--- config.mk ---
export PLATFORM = sky130hd
export DESIGN_NAME = id_regread_stage
export DESIGN_NICKNAME = d
export VERILOG_FILES = /design/src/rtl/id_regread_stage.sv
export SDC_FILE = /design/constraint.sdc
export NUM_CORES = 1
export LEC_CHECK = 0
export ABC_AREA = 1
export BUFFER_PORTS_ARGS = -buffer_cell sky130_fd_sc_hd__buf_2
export CAP_MARGIN = 5
export CORE_UTILIZATION = 30
export CTS_BUF_LIST = sky130_fd_sc_hd__clkbuf_16
export CTS_CLUSTER_DIAMETER = 150
export DETAILED_ROUTE_END_ITERATION = 10
export PLACE_DENSITY = 0.62
export RECOVER_POWER = 50
export REMOVE_ABC_BUFFERS = 1
export SYNTH_ARGS = -nofsm -noshare
export SYNTH_HDL_FRONTEND = slang
export SYNTH_SLANG_ARGS = --single-unit
--- constraint.sdc ---
create_clock -name clk -period 2.1 [get_ports clk]
set_clock_uncertainty 0.1 [all_clocks]
set_input_delay 0.21 -clock clk [delete_from_list [all_inputs] [get_ports clk]]
set_output_delay 0.21 -clock clk [all_outputs]
set_load 0.1 [all_outputs]
--- src/rtl/id_regread_stage.sv ---
// Decode / register-read stage: steers the register-file read ports, bypasses
// same-cycle writeback, detects load-use hazards and fills the ID/EX register.
module id_regread_stage #(
    parameter int REG_W = 16,
    parameter int CNT_W = 16
) (
    input  logic             clk,
    input  logic             rst_n,
    input  logic             if_valid,
    input  logic [15:0]      if_instr,
    input  logic [15:0]      if_pc2,
    output logic             if_ready,
    output logic [3:0]       rf_src1,
    output logic [3:0]       rf_src2,
    input  logic [REG_W-1:0] rf_data1,
    input  logic [REG_W-1:0] rf_data2,
    input  logic             wb_we,
    input  logic [3:0]       wb_dst,
    input  logic [REG_W-1:0] wb_data,
    output logic             ex_valid,
    input  logic             ex_ready,
    output logic [3:0]       ex_op,
    output logic [REG_W-1:0] ex_a,
    output logic [REG_W-1:0] ex_b,
    output logic [7:0]       ex_imm,
    output logic [3:0]       ex_dst,
    output logic             ex_we,
    output logic             ex_load,
    output logic [15:0]      ex_pc2,
    input  logic             flush,
    output logic [CNT_W-1:0] stall_cnt
);

    typedef enum logic [3:0] {
        OP_LW   = 4'h8,
        OP_SW   = 4'h9,
        OP_LLB  = 4'hA,
        OP_LHB  = 4'hB,
        OP_LINK = 4'hE
    } op_e;

    logic [3:0]       op, rd, rs, rt;
    logic             use1, use2, dec_we, hz, adv;
    logic [REG_W-1:0] opnd_a, opnd_b;

    assign op = if_instr[15:12];
    assign rd = if_instr[11:8];
    assign rs = if_instr[7:4];
    assign rt = if_instr[3:0];

    // R0 reads as zero regardless of the file; otherwise a matching writeback wins.
    function automatic logic [REG_W-1:0] pick(input logic [3:0] src,
                                              input logic [REG_W-1:0] rf,
                                              input logic we,
                                              input logic [3:0] dst,
                                              input logic [REG_W-1:0] data);
        if (src == '0)
            return '0;
        else if (we && dst == src)
            return data;
        else
            return rf;
    endfunction

    always_comb begin
        rf_src1 = (op == OP_LLB || op == OP_LHB) ? rd : rs;
        rf_src2 = (op == OP_SW) ? rd : rt;
        use1    = (op < 4'hC);
        use2    = (op <= 4'h7) || (op == OP_SW);
        dec_we  = ((op <= OP_LW) || (op == OP_LLB) || (op == OP_LHB) || (op == OP_LINK))
                  && (rd != '0);
        opnd_a  = pick(rf_src1, rf_data1, wb_we, wb_dst, wb_data);
        opnd_b  = pick(rf_src2, rf_data2, wb_we, wb_dst, wb_data);
        hz      = ex_valid && ex_load && (ex_dst != '0) && if_valid &&
                  ((use1 && ex_dst == rf_src1) || (use2 && ex_dst == rf_src2));
        adv      = !ex_valid || ex_ready;
        if_ready = flush || (adv && !hz);
    end

    always_ff @(posedge clk or negedge rst_n) begin
        if (!rst_n) begin
            ex_valid  <= 1'b0;
            ex_op     <= '0;
            ex_a      <= '0;
            ex_b      <= '0;
            ex_imm    <= '0;
            ex_dst    <= '0;
            ex_we     <= 1'b0;
            ex_load   <= 1'b0;
            ex_pc2    <= '0;
            stall_cnt <= '0;
        end else if (flush) begin
            ex_valid <= 1'b0;
        end else if (adv) begin
            if (hz) begin
                ex_valid <= 1'b0;
                if (stall_cnt != '1)
                    stall_cnt <= stall_cnt + {{(CNT_W-1){1'b0}}, 1'b1};
            end else begin
                ex_valid <= if_valid;
                if (if_valid) begin
                    ex_op   <= op;
                    ex_a    <= opnd_a;
                    ex_b    <= opnd_b;
                    ex_imm  <= if_instr[7:0];
                    ex_dst  <= rd;
                    ex_we   <= dec_we;
                    ex_load <= (op == OP_LW);
                    ex_pc2  <= if_pc2;
                end
            end
        end
    end

endmodule

; Word-level counts from Yosys, hierarchy flattened
; Cells that the tools add are included.
[classes]
addsub = 1
order_cmp = 3
eq_ne = 10
n_mux = 9
bitwise = 2
reduce_logical = 27
[ops]
columns = cell, n
row1 = $mux 16, 4
row2 = $eq 4x4->1 const B, 5
row3 = $add 16x1->16 const B, 1
row4 = $eq 4x4->1, 4
row5 = $ne 16x16->1 const B, 1
row6 = $logic_and 1x1->1, 10
row7 = $logic_not 4->1, 2
row8 = $logic_or 1x1->1, 8
row9 = $mux 4, 2
row10 = $reduce_and 4->1, 2
row11 = $reduce_bool 4->1, 2
row12 = $le 4x3->1 const B, 1
row13 = $le 4x4->1 const B, 1
row14 = $lt 4x4->1 const B, 1
row15 = $mux 1, 3
row16 = $logic_not 1->1, 2
row17 = $not 1->1, 2
row18 = $reduce_bool 2->1, 1
[totals]
register_bits = 83
input_bits = 90
wordCells = 62

; Longest topological paths before layout
; Gate-level depths: netlist of run 1.
[logic_depth]
word_depth = 10
depth_mapped = 16

; Worst setup path after synthesis of run 1
; OpenSTA, ideal clock, no wires.
[synth_path]
kind = in2out
startpoint = input port if_instr[15]
endpoint = output port if_ready
arrival_time_ns = 3.837
required_time_ns = 1.790
path_slack_ns = -2.047
stages = 11
path_cell_list = inv_2 -> nor2_2 -> buf_4 -> nand3_1 -> nand2_1 -> nand2_1 -> nand2_1 -> inv_1 -> nand3_2 -> a21oi_2 -> o21ai_0
[synth_lines]
columns = element, line
row1 = from (decl), 10  ; input logic [15:0] if_instr,
row2 = $eq 4x4->1, 67  ; rf_src2 = (op == OP_SW) ? rd : rt;
row3 = $mux 4, 67
row4 = via rf_src2[3], 14  ; output logic [3:0] rf_src2,
row5 = $eq 4x4->1, 75  ; ((use1 && ex_dst == rf_src1) || (use2 && ex_dst == rf_src2));
row6 = $logic_and 1x1->1, 75
row7 = $logic_or 1x1->1, 75
row8 = $logic_and 1x1->1, 74  ; hz = ex_valid && ex_load && (ex_dst != '0) && if_valid &&
row9 = $logic_not 1->1, 77  ; if_ready = flush || (adv && !hz);
row10 = $logic_and 1x1->1, 77
row11 = $logic_or 1x1->1, 77
row12 = to (decl), 12  ; output logic if_ready,
; The timed path passes the listed nets, and every way through them passes these cells.

; Final worst setup path of run 1
[layout_path]
startpoint = input port if_instr[12]
endpoint = output port if_ready
[layout_between]
elab_chain_cells = 10
[layout_rtl]
columns = element, line
row1 = $eq 4x4->1, 66  ; rf_src1 = (op == OP_LLB || op == OP_LHB) ? rd : rs;
row2 = $logic_or 1x1->1, 66
row3 = $mux 4, 66
row4 = $eq 4x4->1, 75
row5 = $logic_and 1x1->1, 75
row6 = $logic_or 1x1->1 (*), 75
row7 = $logic_and 1x1->1 (*), 74
row8 = $logic_not 1->1 (*), 77
row9 = $logic_and 1x1->1 (*), 77
row10 = $logic_or 1x1->1 (*), 77
; Mark *: on every way between the ends. The rest lies on a longest branch, timed or not.

==> results.toml, run 1 <==
[run_status]
status = "finished, final reports clean"

[routing]
drt.antenna.violating_nets = 0
vias = 5086
route.met3.wl_microns = 953
wl_per_cell_microns = 12.5
initialDrtViolationCount = 288
remaining_drc_errors = 0
dr.pass1.iters = 5
drt-met1-wl_microns = 6580
dr.max_layer_used = "met4"
viasPerCell = 4.44
wirelength_microns = 14300
dr_wl_met2_microns = 6550

[clock_network]
cts_sinks = 83
clk_pin_slew_ns = 0.07
clockRootBuffer = "clkbuf_16"
tritoncts = "done"
htreeDepth = 3
numCtsBuffers = 9
clk_latency_ns = 0.33
clockBufferDepth = 2

[timing]
hold_viol = 0
slew_headroom_pct = 20.4
final.min_clock_period_ns = 2.00
worst_slew_pin_slew_ns = 1.19
setup_violations = 0
fmax_ghz = 0.501
slew_violations = 0
rsz0062_at_grt = "yes"
period_share_pct = 95.1

[global_route]
grt_pass1_wl_microns = 23700
grt_usage_pct = 18.5
grt_max_degree = 54
grt_pass1_vias = 4791
overflow = 0
grt_antenna_before_repair = 1

[die]
coreArea_sq_mm = 0.0153
start_util_pct = 31.1
fp.dieArea_sq_mm = 0.0164
die_x_microns = 128
core.rowCount = 45
ios = 182
die_h_microns = 128

[critical_path]
critPathKind = "in2out"
cp-start-kind = "input port"
critPathRequiredTime_ns = 1.79
path_max_fanout = 7
arrival_ns = 1.69
cp-end-kind = "primary output"

[layout]
final_util_pct = 44.5
syn_to_final_growth_pct = 43.1
drive_gt1_share_pct = 27.6
fin_cells = 1146
fin_nets = 1020
design_area_sq_mm = 0.00681

[place]
post-place-cells = 1110
dpl-instance-area_sq_mm = 0.00631
place.gp.congestion = 0.907
dp_hpwl_microns = 10400
port_buffers = 181

[yosys]
ys.warnings.count = 0
seq_area_frac_synth_pct = 43.6
yosysTopAreaCell = "dfrtp_1"
synth.cell_area_sq_mm = 0.00476
yosysMostFrequentCell = "nand2_1"
yosys-top-cells-count = "nand2_1, nor2_1, dfrtp_1, inv_1, nand3_1"
synthFlopType = "dfrtp_1"
synth-edff-count = 0
synth.avg_cell_area_sq_um = 6.78
async_flop_share_pct = 100
synth_seq_cells = 83
synth_cells = 702
synth_area_leaders = "dfrtp_1, nand2_1, nor2_1"
post-synth-top-area-fraction_pct = 43.6
netlist-cell-type-count = 27

[run]
cap_violations = 0

[power_and_ir_drop]
p_per_area_mw_per_mm2 = 908
max-vdd-ir-drop_mv = 0.526
p_leak_nw = 4.07
totalPowerFinal_mw = 6.18

[worst_hold_path]
timing.hold.worst.class = "in2reg"
## timing repair
item | CTS | global route
pin swaps | 0 | 3
endpoints found under the hold margin | 100 | 0
endpoints found under the setup margin | 1 | 17
buffers inserted | 0 | 1
gates resized for setup | 1 | 10
hold buffers | 18 | 0
## critical path, cell delays in order
cell	delay, ns
buf_2	0.10
inv_1	0.07
nor2_4	0.22
buf_4	0.15
nand3_1	0.08
nand3_1	0.08
nand2_1	0.06
nor2_1	0.11
nand3_2	0.11
a21oi_2	0.20
o21ai_2	0.08
clkbuf_16	0.21
## layout make-up
class                   instances  area (sq um)
diodes                          1          2.50
repair buffers                244          1650
clock inverters                 7          68.8
fillers                      1627          8500
clock buffers                   9           225
multi-input cells             522          2260
inverters                      69           259
flip-flops and latches         83          2080
well taps                     211           264
## power breakdown
| part | total, mW | internal, mW | switching [mW] |
|---|---|---|---|
| combinational | 2.66 | 0.501 | 2.16 |
| clock | 1.58 | 0.917 | 0.667 |
| sequential | 1.94 | 1.81 | 0.131 |
## metal layers
layer | global-route usage, % | vias to the layer above
met5 | 0 | -
met4 | 6.51 | 0
met3 | 4.47 | 19
met2 | 29.5 | 165
met1 | 24.3 | 2301
li1 | - | 2601
## sequential cells by signal, indices dropped and copies added, names as in the netlist
register,count
ex_dst,4
ex_op,4
ex_pc2,16
ex_valid,1
ex_imm,8
ex_we,1
ex_a,16
ex_b,16
ex_load,1
stall_cnt,16
## cell families (layout without fill, tap and decap cells)
family	Yosys count	in the layout	share of synthesized area [%]
AOI/OAI and AO/OA	19	19	2.16
xor gates and xnor gates	17	17	3.13
adders and majority gates	1	1	0.263
buffers and inverters	97	329	9.55
DFF	83	83	43.6
other	0	1	0
and+or+nand+nor	485	485	41.3
## cells in the final DEF (no fill, tap or decap), drive strengths merged, types with 16 or more instances in the layout
cell           n
buf          179
clkbuf        56
dfrtp         83
dlygate4sd3   18
inv           71
nand2        330
nand3         38
nand4         18
nor2          94
o21ai         16
## final timing paths
| check | start | cells past startpoint | endpoint | slack [ns] |
|---|---|---|---|---|
| hold reg to reg | ex_b[9] | 2 | ex_b[9] | 0.38 |
| min in group asynchronous | rst_n | 2 | ex_dst[2] | 0.10 |
| setup / recovery | if_instr[12] | 12 | if_ready | 0.10 |
| setup reg to reg | stall_cnt[1] | 9 | stall_cnt[10] | 0.19 |
| max in group asynchronous | rst_n | 3 | ex_a[3] | 0.41 |
| hold / removal | if_instr[3] | 3 | ex_imm[3] | 0.02 |
## through the flow
stage | TNS [ns] | hold WS, ns | worst slack [ns]
after floorplan | -106.72 | -0.186 | -2.20
after global placement | -0.0386 | -0.0901 | -0.0386
after detailed placement | -0.158 | -0.0896 | -0.0201
after CTS | 0 | 0.00772 | 0.0369
after global routing | -0.0509 | 0.0172 | -0.0509
final | 0 | 0.0186 | 0.103
No activity file was read; power rests on OpenSTA's default activity.
==> inputs of run 2 (changes only) <==
--- a/config.mk
+++ b/config.mk
@@ -12,9 +12,11 @@
 export CTS_BUF_LIST = sky130_fd_sc_hd__clkbuf_16
 export CTS_CLUSTER_DIAMETER = 150
 export DETAILED_ROUTE_END_ITERATION = 10
+export GPL_ROUTABILITY_DRIVEN = 0
 export PLACE_DENSITY = 0.62
 export RECOVER_POWER = 50
 export REMOVE_ABC_BUFFERS = 1
+export SETUP_SLACK_MARGIN = 0.3
 export SYNTH_ARGS = -nofsm -noshare
 export SYNTH_HDL_FRONTEND = slang
 export SYNTH_SLANG_ARGS = --single-unit
==> results.toml, run 2 (synthesis gave the netlist of run 1 again) <==
[run_status]
status = "finished, final reports clean"

[die]
ios = 182
start_util_pct = 31.1
coreArea_sq_mm = 0.0153
core.rowCount = 45
die_h_microns = 128
fp.dieArea_sq_mm = 0.0164
die_x_microns = 128

[layout]
fin_nets = 1047
final_cell_mix = "nand2_1, buf_2, nor2_1"
final_common_cell = "nand2_1"
drive_gt1_share_pct = 42.5
syn_to_final_growth_pct = 64.9

[critical_path]
cp_cell_sequence = "buf_6 -> nand3_2 -> nand2_2 -> nor2_2 -> nand3_2 -> a21oi_4 -> o21ai_2 -> buf_12"
max_stage_delay_ns = 0.44
critPathKind = "reg2out"
cp-start-kind = "flop"
worst_path_max_delay_cell = "dfrtp_2"
path_max_fanout = 4
path_common_cell = "nand3_2"
arrival_ns = 1.70
critPathRequiredTime_ns = 1.79
cp-end-kind = "primary output"

[global_route]
overflow = 0
grt_usage_pct = 18.9
grt_pass1_wl_microns = 24100
grt_antenna_before_repair = 2
grt_max_degree = 48
grt_pass1_vias = 4875

[timing]
fmax_ghz = 0.497
whs_ns = 0.0387
tns_ns = 0
rsz0062_at_grt = "yes"
final.min_clock_period_ns = 2.01
worst_slew_pin_slew_ns = 1.23
period_share_pct = 95.7
slew_violations = 0
hold_viol = 0
setup_violations = 0
slew_headroom_pct = 18.0

[clock_network]
tritoncts = "done"
clockRootBuffer = "clkbuf_16"
clk_latency_ns = 0.34
numCtsBuffers = 9
cts_sinks = 83
clk_pin_slew_ns = 0.06
clockBufferDepth = 2
htreeDepth = 3

[routing]
drt.antenna.violating_nets = 0
remaining_drc_errors = 0
vias = 5334
dr.pass1.iters = 4
wirelength_microns = 17100
initialDrtViolationCount = 270
wl_per_cell_microns = 14.6
viasPerCell = 4.54

[place]
port_buffers = 181
dp_hpwl_microns = 10300

[power_and_ir_drop]
p_leak_nw = 4.55
totalPowerFinal_mw = 6.47
max-vdd-ir-drop_mv = 0.559
p_per_area_mw_per_mm2 = 824

[run]
cap_violations = 0

[worst_hold_path]
timing.hold.worst.class = "in2reg"
[run 2: path summary, 6_finish.rpt]
| kind | slack, ns | from | cells past startpoint | endpoint |
|---|---|---|---|---|
| setup / recovery | 0.09 | ex_dst[2] | 8 | if_ready |
| hold / removal | 0.04 | if_instr[7] | 3 | ex_imm[7] |
| setup reg to reg | 0.16 | ex_dst[1] | 10 | ex_b[10] |
| hold reg to reg | 0.38 | ex_a[6] | 2 | ex_a[6] |
| max in group asynchronous | 0.39 | rst_n | 3 | ex_dst[1] |
| min in group asynchronous | 0.57 | rst_n | 3 | ex_imm[6] |
[run 2: cell type report]
cell class | instances | area [sq um]
repair buffers | 271 | 2150
inverters | 69 | 275
flip-flops and latches | 83 | 2080
clock buffers | 9 | 225
fillers | 1517 | 7470
diodes | 2 | 5.00
clock inverters | 7 | 51.3
multi-input cells | 522 | 2790
well taps | 211 | 264
[run 2: report_power, final]
part	switching, mW	leakage [nW]	internal, mW
clock network	0.709	0.134	0.808
registers	0.154	1.05	1.81
logic	2.32	3.36	0.672
total	3.18	4.55	3.29
[run 2: per-stage QoR]
| stage | instances | util, % | setup WS [ns] | cell area, sq um |
|---|---|---|---|---|
| after floorplan | 674 | - | -2.20 | 4560 |
| after global placement | 1104 | 40.8 | -0.0580 | 6240 |
| after detailed placement | 1104 | 40.8 | -0.0242 | 6240 |
| after CTS | 1139 | 43.8 | 0.0837 | 6720 |
| after global routing | 1172 | 51.2 | 0.00332 | 7840 |
| final | 1174 | 51.2 | 0.0893 | 7850 |
[run 2: repair_timing]
action,in CTS,in global routing
pin swaps,0,43
endpoints found under the setup margin,17,85
hold buffers,17,0
setup buffers,2,18
endpoints found under the hold margin,99,0
gates cloned,0,15
gates resized for setup,4,202
[run 2: routing by layer]
| metal | wire length [microns] | vias to the layer above | global-route usage, % |
|---|---|---|---|
| met5 | 0 | - | 0 |
| met4 | 241 | 0 | 6.99 |
| met3 | 1080 | 17 | 4.92 |
| met2 | 8580 | 147 | 31.8 |
| met1 | 7230 | 2513 | 23.3 |
| li1 | - | 2657 | - |
[run 2: critical path, delay by kind of cell (launching register included)]
kind / cells / cell delay [ns]
simple gates: 4 / 0.34
compound gates: 2 / 0.27
flops: 1 / 0.44
buf+inv: 2 / 0.31
==> inputs of run 3 (changes only) <==
==> constraint.sdc (replaced) <==
create_clock -name clk -period 2.1 [get_ports clk]
set_clock_uncertainty 0.1 [all_clocks]
set_input_delay 0.42 -clock clk [delete_from_list [all_inputs] [get_ports clk]]
set_output_delay 0.42 -clock clk [all_outputs]
set_load 0.1 [all_outputs]
==> results.toml, run 3 (synthesis gave the netlist of run 1 again) <==
[run_status]
status = "finished with violations"
violations = "negative setup slack"

[worst_hold_path]
hp-start = "if_pc2[4]"
timing.hold.worst.class = "in2reg"
holdPathStages = 3
min_to = "ex_pc2[4]"

[clock_network]
clockRootBuffer = "clkbuf_16"
clk_latency_ns = 0.35
tritoncts = "done"
numCtsBuffers = 9
clockBufferDepth = 2
clk_pin_slew_ns = 0.07
cts_sinks = 83
htreeDepth = 3

[power_and_ir_drop]
p_per_area_mw_per_mm2 = 842
p_sw_mw = 3.18
power_frac_clock_pct = 26.8
p_int_mw = 3.57
p_leak_nw = 4.57
p_seq_share_pct = 28.7
max-vdd-ir-drop_mv = 0.607
switching_share_pct = 47.1
power_frac_comb_pct = 44.5

[critical_path]
r2r_setup_slack_ns = -0.14
cp_top_family = "simple AND/OR/NAND/NOR gates"
cp-start-kind = "input port"
rr_endpoint = "ex_op[2]"
cp_num_buf_inv = 3
max_stage_delay_ns = 0.23
worst_path_max_delay_cell = "nor2_4"
critPathKind = "in2out"
critPathRequiredTime_ns = 1.58
reg2reg_from = "ex_dst[3]"
path_max_fanout = 8
arrival_ns = 1.86
cp_cell_sequence = "buf_12 -> nor2_4 -> nand2_4 -> nand2_4 -> nand2_2 -> nand2_1 -> nand2_1 -> inv_1 -> nand3_2 -> a21oi_4 -> o21ai_2 -> buf_12"
r2r_cells = 14
cp-end-kind = "primary output"

[die]
coreArea_sq_mm = 0.0153
die_x_microns = 128
ios = 182
fp.dieArea_sq_mm = 0.0164
core.rowCount = 45
die_h_microns = 128
start_util_pct = 31.1

[timing]
worst_slew_pin_slew_ns = 0.878
period_share_pct = 113
fmax_ghz = 0.421
final.min_clock_period_ns = 2.38
rsz0062_at_grt = "yes"
hold_viol = 0
whs_ns = 0.154
slew_headroom_pct = 41.5
setup_violations = 68
worst_slack_ns = -0.276
slew_violations = 0

[routing]
viasPerCell = 4.58
remaining_drc_errors = 0
vias = 5397
wirelength_microns = 17600
initialDrtViolationCount = 306
wl_per_cell_microns = 15.0
dr.pass1.iters = 5
drt.antenna.violating_nets = 0

[global_route]
grt_max_degree = 38
grt_pass1_wl_microns = 26700
grt_pass1_vias = 5044
overflow = 0
grt_antenna_before_repair = 0
grt_usage_pct = 21.4

[layout]
diodes = 0
syn_to_final_growth_pct = 68.3
fill_cells = 1503
final_common_cell = "nand2_1"
fin_nets = 1053
drive_gt1_share_pct = 39.9
final_cell_mix = "nand2_1, buf_2, dfrtp_1"

[run]
cap_violations = 0

[place]
port_buffers = 181
pre_cts_ws_ns = -0.379
dp_hpwl_microns = 10900
[run 3: cell count changes in the layout (fill, tap and decap cells not counted), sizes merged]
cell | previous run | this run
buf | 196 | 246
clkbuf | 67 | 33
dlygate4sd3 | 17 | 1
bufbuf | 0 | 6
clkinv | 5 | 2
bufinv | 0 | 2
diode | 2 | 0
inv | 70 | 71
[run 3: worst max-delay path by stage]
stage	from	end	depth (start not counted)
finish	if_instr[13]	if_ready	12
global route	if_instr[13]	if_ready	12
detailed placement	if_instr[15]	if_ready	14
CTS	if_instr[15]	if_ready	13
global placement	if_instr[15]	if_ready	14
floorplan	if_instr[15]	if_ready	10
[run 3: power by group through the flow]
stage                     clock network [mW]  registers [mW]  logic, mW
after detailed placement                   0            1.95       2.68
final                                   1.81            1.93       3.00
after CTS                               1.83            1.93       2.91
after floorplan                            0            3.47      0.496
after global routing                    1.92            1.96       3.13
after global placement                     0            1.95       2.67
[run 3: worst register-to-register path, cell delays in order, from the launching register on]
cell	delay [ns]
dfrtp_1	0.48
inv_1	0.15
nand2_1	0.09
nand2_1	0.06
inv_1	0.06
nand3_2	0.13
buf_4	0.18
buf_6	0.11
nand2_4	0.07
nand2_4	0.06
nand2_8	0.08
buf_12	0.13
buf_8	0.12
bufbuf_16	0.26
o21ai_1	0.06
[run 3: stage by stage]
step	area, sq um	cells	setup TNS, ns	util [%]	power, mW
2_1_floorplan	4560	674	-121.31	-	3.96
4_1_cts	7650	1170	-1.82	49.9	6.67
3_5_place_dp	6400	1121	-15.20	41.8	4.63
3_3_place_gp	6400	1121	-13.02	41.8	4.62
5_1_grt	8010	1178	-17.64	52.3	7.01
6_report	8010	1178	-9.91	52.3	6.74
[run 3: cell type report]
cell class / instances / area (sq um) / share of cell area (%)
Clock buffer: 9 / 225 / 2.81
Clock inverter: 7 / 105 / 1.31
Inverter: 69 / 289 / 3.61
Multi-Input combinational cell: 522 / 2620 / 32.7
Sequential cell: 83 / 2080 / 25.9
Tap cell: 211 / 264 / 3.30
Timing Repair Buffer: 277 / 2430 / 30.3
[run 3: layer usage]
metal | vias up | GRT usage [%] | wire length [microns]
li1 | 2668 | - | -
met1 | 2511 | 27.4 | 7680
met5 | - | 0 | 0
met2 | 193 | 35.1 | 8620
met3 | 25 | 4.63 | 976
met4 | 0 | 8.44 | 359
[run 3: repair_timing]
item                       4_1_cts  5_1_grt
hold endpoints to repair        31        0
hold buffers                     1        0
pin swaps                       14       52
setup endpoints to repair       95      102
cloned                          14        2
setup buffers                   18        6
resized for setup               96       89
